$ cat config.mk
export PLATFORM = sky130hd
export DESIGN_NAME = mac_pass_sequencer
export DESIGN_NICKNAME = d
export VERILOG_FILES = /design/src/rtl/mac_pkg.sv /design/src/rtl/psum_sat.sv /design/src/rtl/mac_pass_sequencer.sv
export SDC_FILE = /design/constraint.sdc
export NUM_CORES = 1
export LEC_CHECK = 0
export ABC_AREA = 1
export CELL_PAD_IN_SITES_DETAIL_PLACEMENT = 0
export CELL_PAD_IN_SITES_GLOBAL_PLACEMENT = 1
export CORE_MARGIN = 4
export CORE_UTILIZATION = 27
export CTS_BUF_LIST = sky130_fd_sc_hd__clkbuf_16
export DETAILED_ROUTE_END_ITERATION = 12
export PLACE_DENSITY = 0.82
export SYNTH_ARGS = -nofsm -noshare
export SYNTH_HDL_FRONTEND = slang
export SYNTH_HIERARCHICAL = 1
export SYNTH_SLANG_ARGS = --single-unit
$ cat constraint.sdc
create_clock -name clk -period 2.01 [get_ports clk]
set_clock_uncertainty 0.2 [all_clocks]
set_input_delay 0.201 -clock clk [delete_from_list [all_inputs] [get_ports clk]]
set_output_delay 0.201 -clock clk [all_outputs]
set_load 0.01 [all_outputs]
$ cat src/rtl/mac_pkg.sv
// mac_pkg: shared definitions for the MAC pass sequencer.
//   CH_W    - width of the passes-per-pixel config
//   PSUM_W  - saturated partial-sum width (pre_output / out_data)
//   BIAS_W  - bias width fed to addertree_stage1
//   state_e - sequencer states
//   sat_psum() - clamps a (PSUM_W+1)-bit final-adder result to PSUM_W bits
package mac_pkg;

    localparam int CH_W   = 8;
    localparam int PSUM_W = 13;
    localparam int BIAS_W = 16;

    typedef enum logic [1:0] {
        IDLE = 2'd0,
        ACC  = 2'd1,
        HOLD = 2'd2
    } state_e;

    // The top two bits disagreeing means the value left the PSUM_W range.
    function automatic logic [PSUM_W-1:0] sat_psum(input logic [PSUM_W:0] x);
        case (x[PSUM_W:PSUM_W-1])
            2'b01:   return {1'b0, {(PSUM_W-1){1'b1}}};
            2'b10:   return {1'b1, {(PSUM_W-1){1'b0}}};
            default: return x[PSUM_W-1:0];
        endcase
    endfunction

endpackage

$ cat src/rtl/psum_sat.sv
// psum_sat: combinational clamp of the final-adder result to the partial-sum width.
//   x_i  in  PSUM_W+1  signed final-adder output
//   y_o  out PSUM_W    signed saturated partial sum
module psum_sat
    import mac_pkg::*;
(
    input  logic [PSUM_W:0]   x_i,
    output logic [PSUM_W-1:0] y_o
);

    assign y_o = sat_psum(x_i);

endmodule

$ cat src/rtl/mac_pass_sequencer.sv
// mac_pass_sequencer: runs the multiplier/addertree/adder_final datapath over several
// input-channel passes per output pixel and hands out one saturated sum per pixel.
//   clk, reset           clock, synchronous active-low reset
//   cfg_ch_num, cfg_bias passes per pixel / pixel bias, taken on a pixel's first pass
//   in_valid, in_ready   pass handshake with the operand fetch stage
//   at_bias              bias into addertree_stage1 (first pass only)
//   at_pre_output        running partial sum into addertree_stage2
//   at_out               adder_final result, same cycle
//   out_valid, out_ready, out_data  finished-pixel handshake to the output writer
//   busy                 sequencer is not idle
module mac_pass_sequencer
    import mac_pkg::*;
#(
    parameter int CH_W = mac_pkg::CH_W
) (
    input  logic              clk,
    input  logic              reset,
    input  logic [CH_W-1:0]   cfg_ch_num,
    input  logic [BIAS_W-1:0] cfg_bias,
    input  logic              in_valid,
    output logic              in_ready,
    output logic [BIAS_W-1:0] at_bias,
    output logic [PSUM_W-1:0] at_pre_output,
    input  logic [PSUM_W:0]   at_out,
    output logic              out_valid,
    input  logic              out_ready,
    output logic [PSUM_W-1:0] out_data,
    output logic              busy
);

    state_e            state_q;
    logic [CH_W-1:0]   cnt_q;
    logic [CH_W-1:0]   n_q;
    logic [PSUM_W-1:0] psum_q;
    logic              out_valid_q;
    logic              busy_q;

    logic [PSUM_W-1:0] sat_val;
    logic [CH_W-1:0]   n_first;
    logic [CH_W-1:0]   cnt_inc;

    psum_sat u_sat (
        .x_i (at_out),
        .y_o (sat_val)
    );

    // A zero pass count still runs one pass.
    assign n_first = (cfg_ch_num == '0) ? CH_W'(1) : cfg_ch_num;
    assign cnt_inc = cnt_q + CH_W'(1);

    // The bias only enters on a pixel's first pass, which is always driven
    // straight from cfg_bias, so it needs no holding register.
    always_comb begin
        in_ready      = 1'b1;
        at_bias       = cfg_bias;
        at_pre_output = '0;
        case (state_q)
            ACC: begin
                at_bias       = '0;
                at_pre_output = psum_q;
            end
            HOLD:    in_ready = out_ready;
            default: ;
        endcase
    end

    always_ff @(posedge clk) begin
        if (!reset) begin
            state_q     <= IDLE;
            cnt_q       <= '0;
            n_q         <= '0;
            psum_q      <= '0;
            out_valid_q <= 1'b0;
            busy_q      <= 1'b0;
        end else begin
            case (state_q)
                IDLE, HOLD: begin
                    // HOLD with out_ready low stalls everything; otherwise HOLD
                    // retires its pixel and behaves exactly like IDLE.
                    if (state_q != HOLD || out_ready) begin
                        if (in_valid) begin
                            n_q    <= n_first;
                            psum_q <= sat_val;
                            cnt_q  <= CH_W'(1);
                            busy_q <= 1'b1;
                            if (n_first == CH_W'(1)) begin
                                state_q     <= HOLD;
                                out_valid_q <= 1'b1;
                            end else begin
                                state_q     <= ACC;
                                out_valid_q <= 1'b0;
                            end
                        end else begin
                            state_q     <= IDLE;
                            out_valid_q <= 1'b0;
                            busy_q      <= 1'b0;
                        end
                    end
                end
                ACC: begin
                    if (in_valid) begin
                        psum_q <= sat_val;
                        cnt_q  <= cnt_inc;
                        if (cnt_inc == n_q) begin
                            state_q     <= HOLD;
                            out_valid_q <= 1'b1;
                        end
                    end
                end
                default: begin
                    state_q     <= IDLE;
                    out_valid_q <= 1'b0;
                    busy_q      <= 1'b0;
                end
            endcase
        end
    end

    // psum only changes on an accepted pass, so it is stable through a HOLD stall.
    assign out_data  = psum_q;
    assign out_valid = out_valid_q;
    assign busy      = busy_q;

endmodule

======== Yosys cells after proc, flatten, opt, wreduce, memory -nomap -nowiden ========
Cells that the tools add are included.
cells by class
  add/sub/neg operators ................... 1
  equal/unequal tests ..................... 11
  multiplexer cells ....................... 27
  bitwise logic cells ..................... 1
  reduce and logical (&&, ||, !) cells .... 10
operator list
  operator                                        number
  one-hot mux 13 bit (2 select lines)             2
  2-to-1 mux 13 bit                               3
  2-to-1 mux 8 bit                                4
  2-to-1 mux 16 bit                               1
  one-hot mux 8 bit (2 select lines)              1
  2-to-1 mux 2 bit                                5
  != test 2 bit (second input constant)           5
  adder 8 x 1 -> 8 bit (second input constant)    1
  == test 8 x 1 -> 1 bit (second input constant)  1
  == test 8 bit                                   1
  zero test 8 bit                                 1
  2-to-1 mux 1 bit                                8
  AND reduction 3 bit                             2
  == test 2 x 1 -> 1 bit (second input constant)  2
  == test 2 bit (second input constant)           2
  one-hot mux 1 bit (2 select lines)              2
  one-hot mux 2 bit (2 select lines)              1
  AND reduction 2 bit                             2
  AND reduction 4 bit                             1
  zero test 2 bit                                 1
  nonzero test 2 bit                              1
  OR reduction 2 bit                              1
  logical OR 1 bit                                1
  NOT 1 bit                                       1
storage, ports and cells
  flip-flop bits (word level) ............. 33
  logic and storage cells ................. 56

======== Longest topological paths before layout ========
  depth in word-level cells ............... 7
  mapped depth ............................ 13
  mapped depth without buffers ............ 13

======== Modules after synthesis ========
The synthesis kept the hierarchy.
modules (own cells, without submodules)
  module              times used  cells an instance  area an instance (um^2)  sequential area each (um^2)
  mac_pass_sequencer  1           275                1726.7                   640.6
  psum_sat            1           35                 162.7                    0.0

======== Least setup slack after synthesis ========
Ideal clock, no wire load.
  path kind ............................... register to register
  from .................................... register cnt_q[0]
  to ...................................... register out_valid_q, in the netlist out_valid
  library setup time ...................... 67 ps
  data arrival time ....................... 1342 ps
  required time ........................... 1743 ps
  setup slack ............................. 401 ps
  stages on the path, launching flop included .. 13
  buffers on the path ..................... 0
  period minus slack after synthesis ...... 1609 ps
  cells stage by stage .................... dfxtp_1 ha_1 inv_1 nand2_1 nand2_1 nand2_1 nor2_1 nand3_1 nor2_1 nand3_1 nand2_1 nand2_1 a21oi_2
on the way
  longest elaborated chain between the ends .. 4
RTL lines
  item                                  line                       RTL
  from (decl)                           mac_pass_sequencer.sv:32   logic [CH_W-1:0] cnt_q;
  from (signal assigned)                mac_pass_sequencer.sv:103  cnt_q <= cnt_inc;
  adder 8 x 1 -> 8 bit                  mac_pass_sequencer.sv:49   assign cnt_inc = cnt_q + CH_W'(1);
  == test 8 bit                         mac_pass_sequencer.sv:104  if (cnt_inc == n_q) begin
  != test 2 bit (no source line)        -
  AND reduction 3 bit (no source line)  -
  to (signal assigned)                  mac_pass_sequencer.sv:73   out_valid_q <= 1'b0;
  to (signal assigned)                  mac_pass_sequencer.sv:106  out_valid_q <= 1'b1;
  to (signal assigned)                  mac_pass_sequencer.sv:112  out_valid_q <= 1'b0;
  to (decl)                             mac_pass_sequencer.sv:35   logic out_valid_q;
No other way between the ends.
A chain may end at the register's enable or synchronous reset.

======== Final worst setup path ========
  from .................................... register state_q[0]
  to ...................................... output port at_bias[5]
on the way
  longest elaborated chain between the ends .. 2
RTL lines
  item                    line                      RTL
  from (decl)             mac_pass_sequencer.sv:31  state_e state_q;
  from (signal assigned)  mac_pass_sequencer.sv:69  state_q <= IDLE;
  from (signal assigned)  mac_pass_sequencer.sv:87  state_q <= HOLD;
  from (signal assigned)  mac_pass_sequencer.sv:90  state_q <= ACC;
  == test 2 x 1 -> 1 bit  mac_pass_sequencer.sv:57  case (state_q)
  2-to-1 mux 16 bit       mac_pass_sequencer.sv:57
  to (decl)               mac_pass_sequencer.sv:22  output logic [BIAS_W-1:0] at_bias,
No other way between the ends.

==> impl_metrics.tcl <==
set metrics [dict create \
    status "finished clean" \
    fillers 697 \
    endpoint_kind "output pin" \
    syn_area_um2 1890 \
    cts_buffers 5 \
    seq_area_frac_synth_pct 33.9 \
    synth_top_area_share_pct 33.9 \
    slew_headroom_pct 69.9 \
    ys_ff_latch 32 \
    rsz0062_at_grt "no" \
    path_clk_slew_ns 0.05 \
    ir_worst_vdd_v 0.000333 \
    slowest_stage "clkdlybuf4s50_1" \
    syn_inst 310 \
    r2r_start "cnt_q[0]" \
    portBuffers 86 \
    wl_per_cell_um 10.9 \
    dpl.hpwl_um 4320 \
    layout_worst_path_cycle_share_pct 97.0 \
    comb_power_share_pct 25.1 \
    async_reset_ff_share_pct 0 \
    path_depth 5 \
    cts_tree "done" \
    clk_path_buf_depth 2 \
    die_area_um2 8400 \
    num_rows 30 \
    synth_area_leaders "dfxtp_1 34%, nand2_1 15%, inv_1 11%, a21oi_1 8.2%, nor2_1 7.5%" \
    diodes 0 \
    via_per_inst 4.20 \
    grt_start_max_net_pins 27 \
    final_util_pct 44.9 \
    worst_slack_ns 0.0609 \
    io_pins 87 \
    cp_slowest_stage_delay_ns 0.55 \
    synthesis.nets 355 \
    route.detailed.drc 0 \
    ys_warn_count 6 \
    first_pass_iters 4 \
    htree_num_levels 2 \
    place_area_um2 2880 \
    start_util_pct 27.8 \
    critical_path_buf_inv_count 3 \
    path_cells "inv_2, nor2_4, buf_8, nor2_1, clkdlybuf4s50_1" \
    worstMarginPinSlew_ns 0.451 \
    synth_edf_count 0 \
    grt_pass1_vias 1994 \
    final_cell_area_um2 3050 \
    final_max_slew_viol_count 0 \
    fmax_mhz 513 \
    die_h_um 91.7 \
    gp_congestion 0.826 \
    via_count 2084 \
    startpoint "state_q[0]" \
    p_int_uw 1530 \
    hold_viol_final 0 \
    clkPwrFrac_pct 40.2 \
    rrSetupSlack_ns 0.19 \
    yosysMostFrequentCell "nand2_1" \
    dp_slack_ns 0.0686 \
    drive_gt1_share_pct 7.00 \
    rr_worst_depth 12 \
    switchingPower_uw 535 \
    crit_arrival_ns 1.55 \
    synth_ff_type "dfxtp_1" \
    area_growth_pct 61.5 \
    clk_latency_ns 0.27 \
    fin_crit_ns 1.95 \
    cp_max_fo 17 \
    r2r_end "out_valid" \
    ys_types 26 \
    grt_pass1_wl_um 9160 \
    grt-ovfl-total 0 \
    maxCapViolations 0 \
    cp.required_ns 1.61 \
    antenna_left 0 \
    p_leak_uw 0.00144 \
    ys_top_cells_by_count "78 x nand2_1, 57 x inv_1, 38 x nor2_1" \
    crit_path_start_kind "register" \
    pwr-share-seq_pct 34.7 \
    swShare_pct 25.9 \
    wl_um 5420 \
    worstSetupPathType "reg2out" \
    hold_class "reg2reg" \
    grtUsageTotal_pct 13.2 \
    antenna_found_initial 0 \
    die_w_um 91.7 \
    critPathTopFamily "buffers and inverters" \
    drt_first_iter_violations 72 \
    post-cts-setup-buffer-count 0 \
    core_area_um2 6790 \
    setup_viol 0 \
    cts.sinks 32 \
    fin_setup_tns_ns 0 \
    root_buffer "clkbuf_16" \
    nets 444 \
    p_per_area_nw_per_um2 676 \
    synth_top_area_cell "dfxtp_1" \
    crit_end "at_bias[5]" \
    post_synth.cell_area_avg_um2 6.09 \
]
flip-flops by register name, indices dropped and copies added (netlist names):
signal	cells
n_q	8
out_valid	1
busy	1
state_q	1
cnt_q	8
out_data	13
tightest hold or removal path: cells and delay by family (launching register included):
family	cells	cell delay, ns
DFF	1	0.30
buffers and inverters	1	0.07
AOI/OAI and AO/OA	1	0.06
cell families after synthesis:
logic type / Yosys count / synth area share [%]
fa+ha+maj: 3 / 1.99
simple gates: 148 / 33.4
flops: 32 / 33.9
buf+inv: 70 / 14.9
compound gates: 57 / 15.8
how the worst min path moves through the flow:
stage | startpoint | end | depth (start not counted)
3_3_place_gp | out_data[4] | out_data[4] | 2
5_1_grt | out_data[5] | out_data[5] | 2
2_1_floorplan | reset | n_q[1] | 2
6_report | out_data[6] | out_data[6] | 2
3_5_place_dp | out_data[10] | out_data[10] | 2
4_1_cts | out_data[9] | out_data[9] | 2
per-stage QoR:
stage	cells	total power (uW)	hold slack, ns
2_1_floorplan	310	968	0.139
3_3_place_gp	488	1250	0.254
3_5_place_dp	488	1250	0.261
4_1_cts	496	2090	0.270
5_1_grt	496	2180	0.287
6_report	496	2060	0.268
power by group through the flow:
stage                     combinational, uW  sequential [uW]  clock, uW
final                                   519              715        830
after CTS                               525              714        847
after detailed placement                526              724          0
after floorplan                         235              733          0
after global placement                  524              726          0
after global routing                    578              720        881
cell type report:
type	instances	area [um^2]	area share, %
Clock buffer	5	125	4.10
Clock inverter	3	37.5	1.23
Inverter	59	224	7.34
Multi-Input combinational cell	208	972	31.9
Sequential cell	32	644	21.1
Tap cell	96	120	3.94
Timing Repair Buffer	93	927	30.4
per-layer routing:
layer / up-vias / GRT usage [%] / wire, um
met5: - / 0 / 0
met4: 0 / 3.39 / 48
li1: 1139 / - / -
met3: 7 / 4.27 / 364
met2: 53 / 21.4 / 2430
met1: 885 / 16.8 / 2580
cell usage in the layout (no fill, tap or decap), drive strengths merged, types with 2 or more instances in the layout:
| cell type | count |
|---|---|
| a21oi | 32 |
| buf | 7 |
| clkbuf | 5 |
| clkdlybuf4s50 | 69 |
| clkinv | 2 |
| dfxtp | 32 |
| dlygate4sd2 | 13 |
| dlymetal6s2s | 4 |
| ha | 3 |
| inv | 59 |
| nand2 | 80 |
| nand3 | 22 |
| nor2 | 43 |
| o21ai | 22 |
what timing repair did:
action,4_1_cts,5_1_grt
gates resized for setup,18,7
endpoints found under the setup margin,29,17
hold buffers,0,0
pin swaps,0,0
hold endpoints to repair,0,0
(Power assumes the default switching activity.)
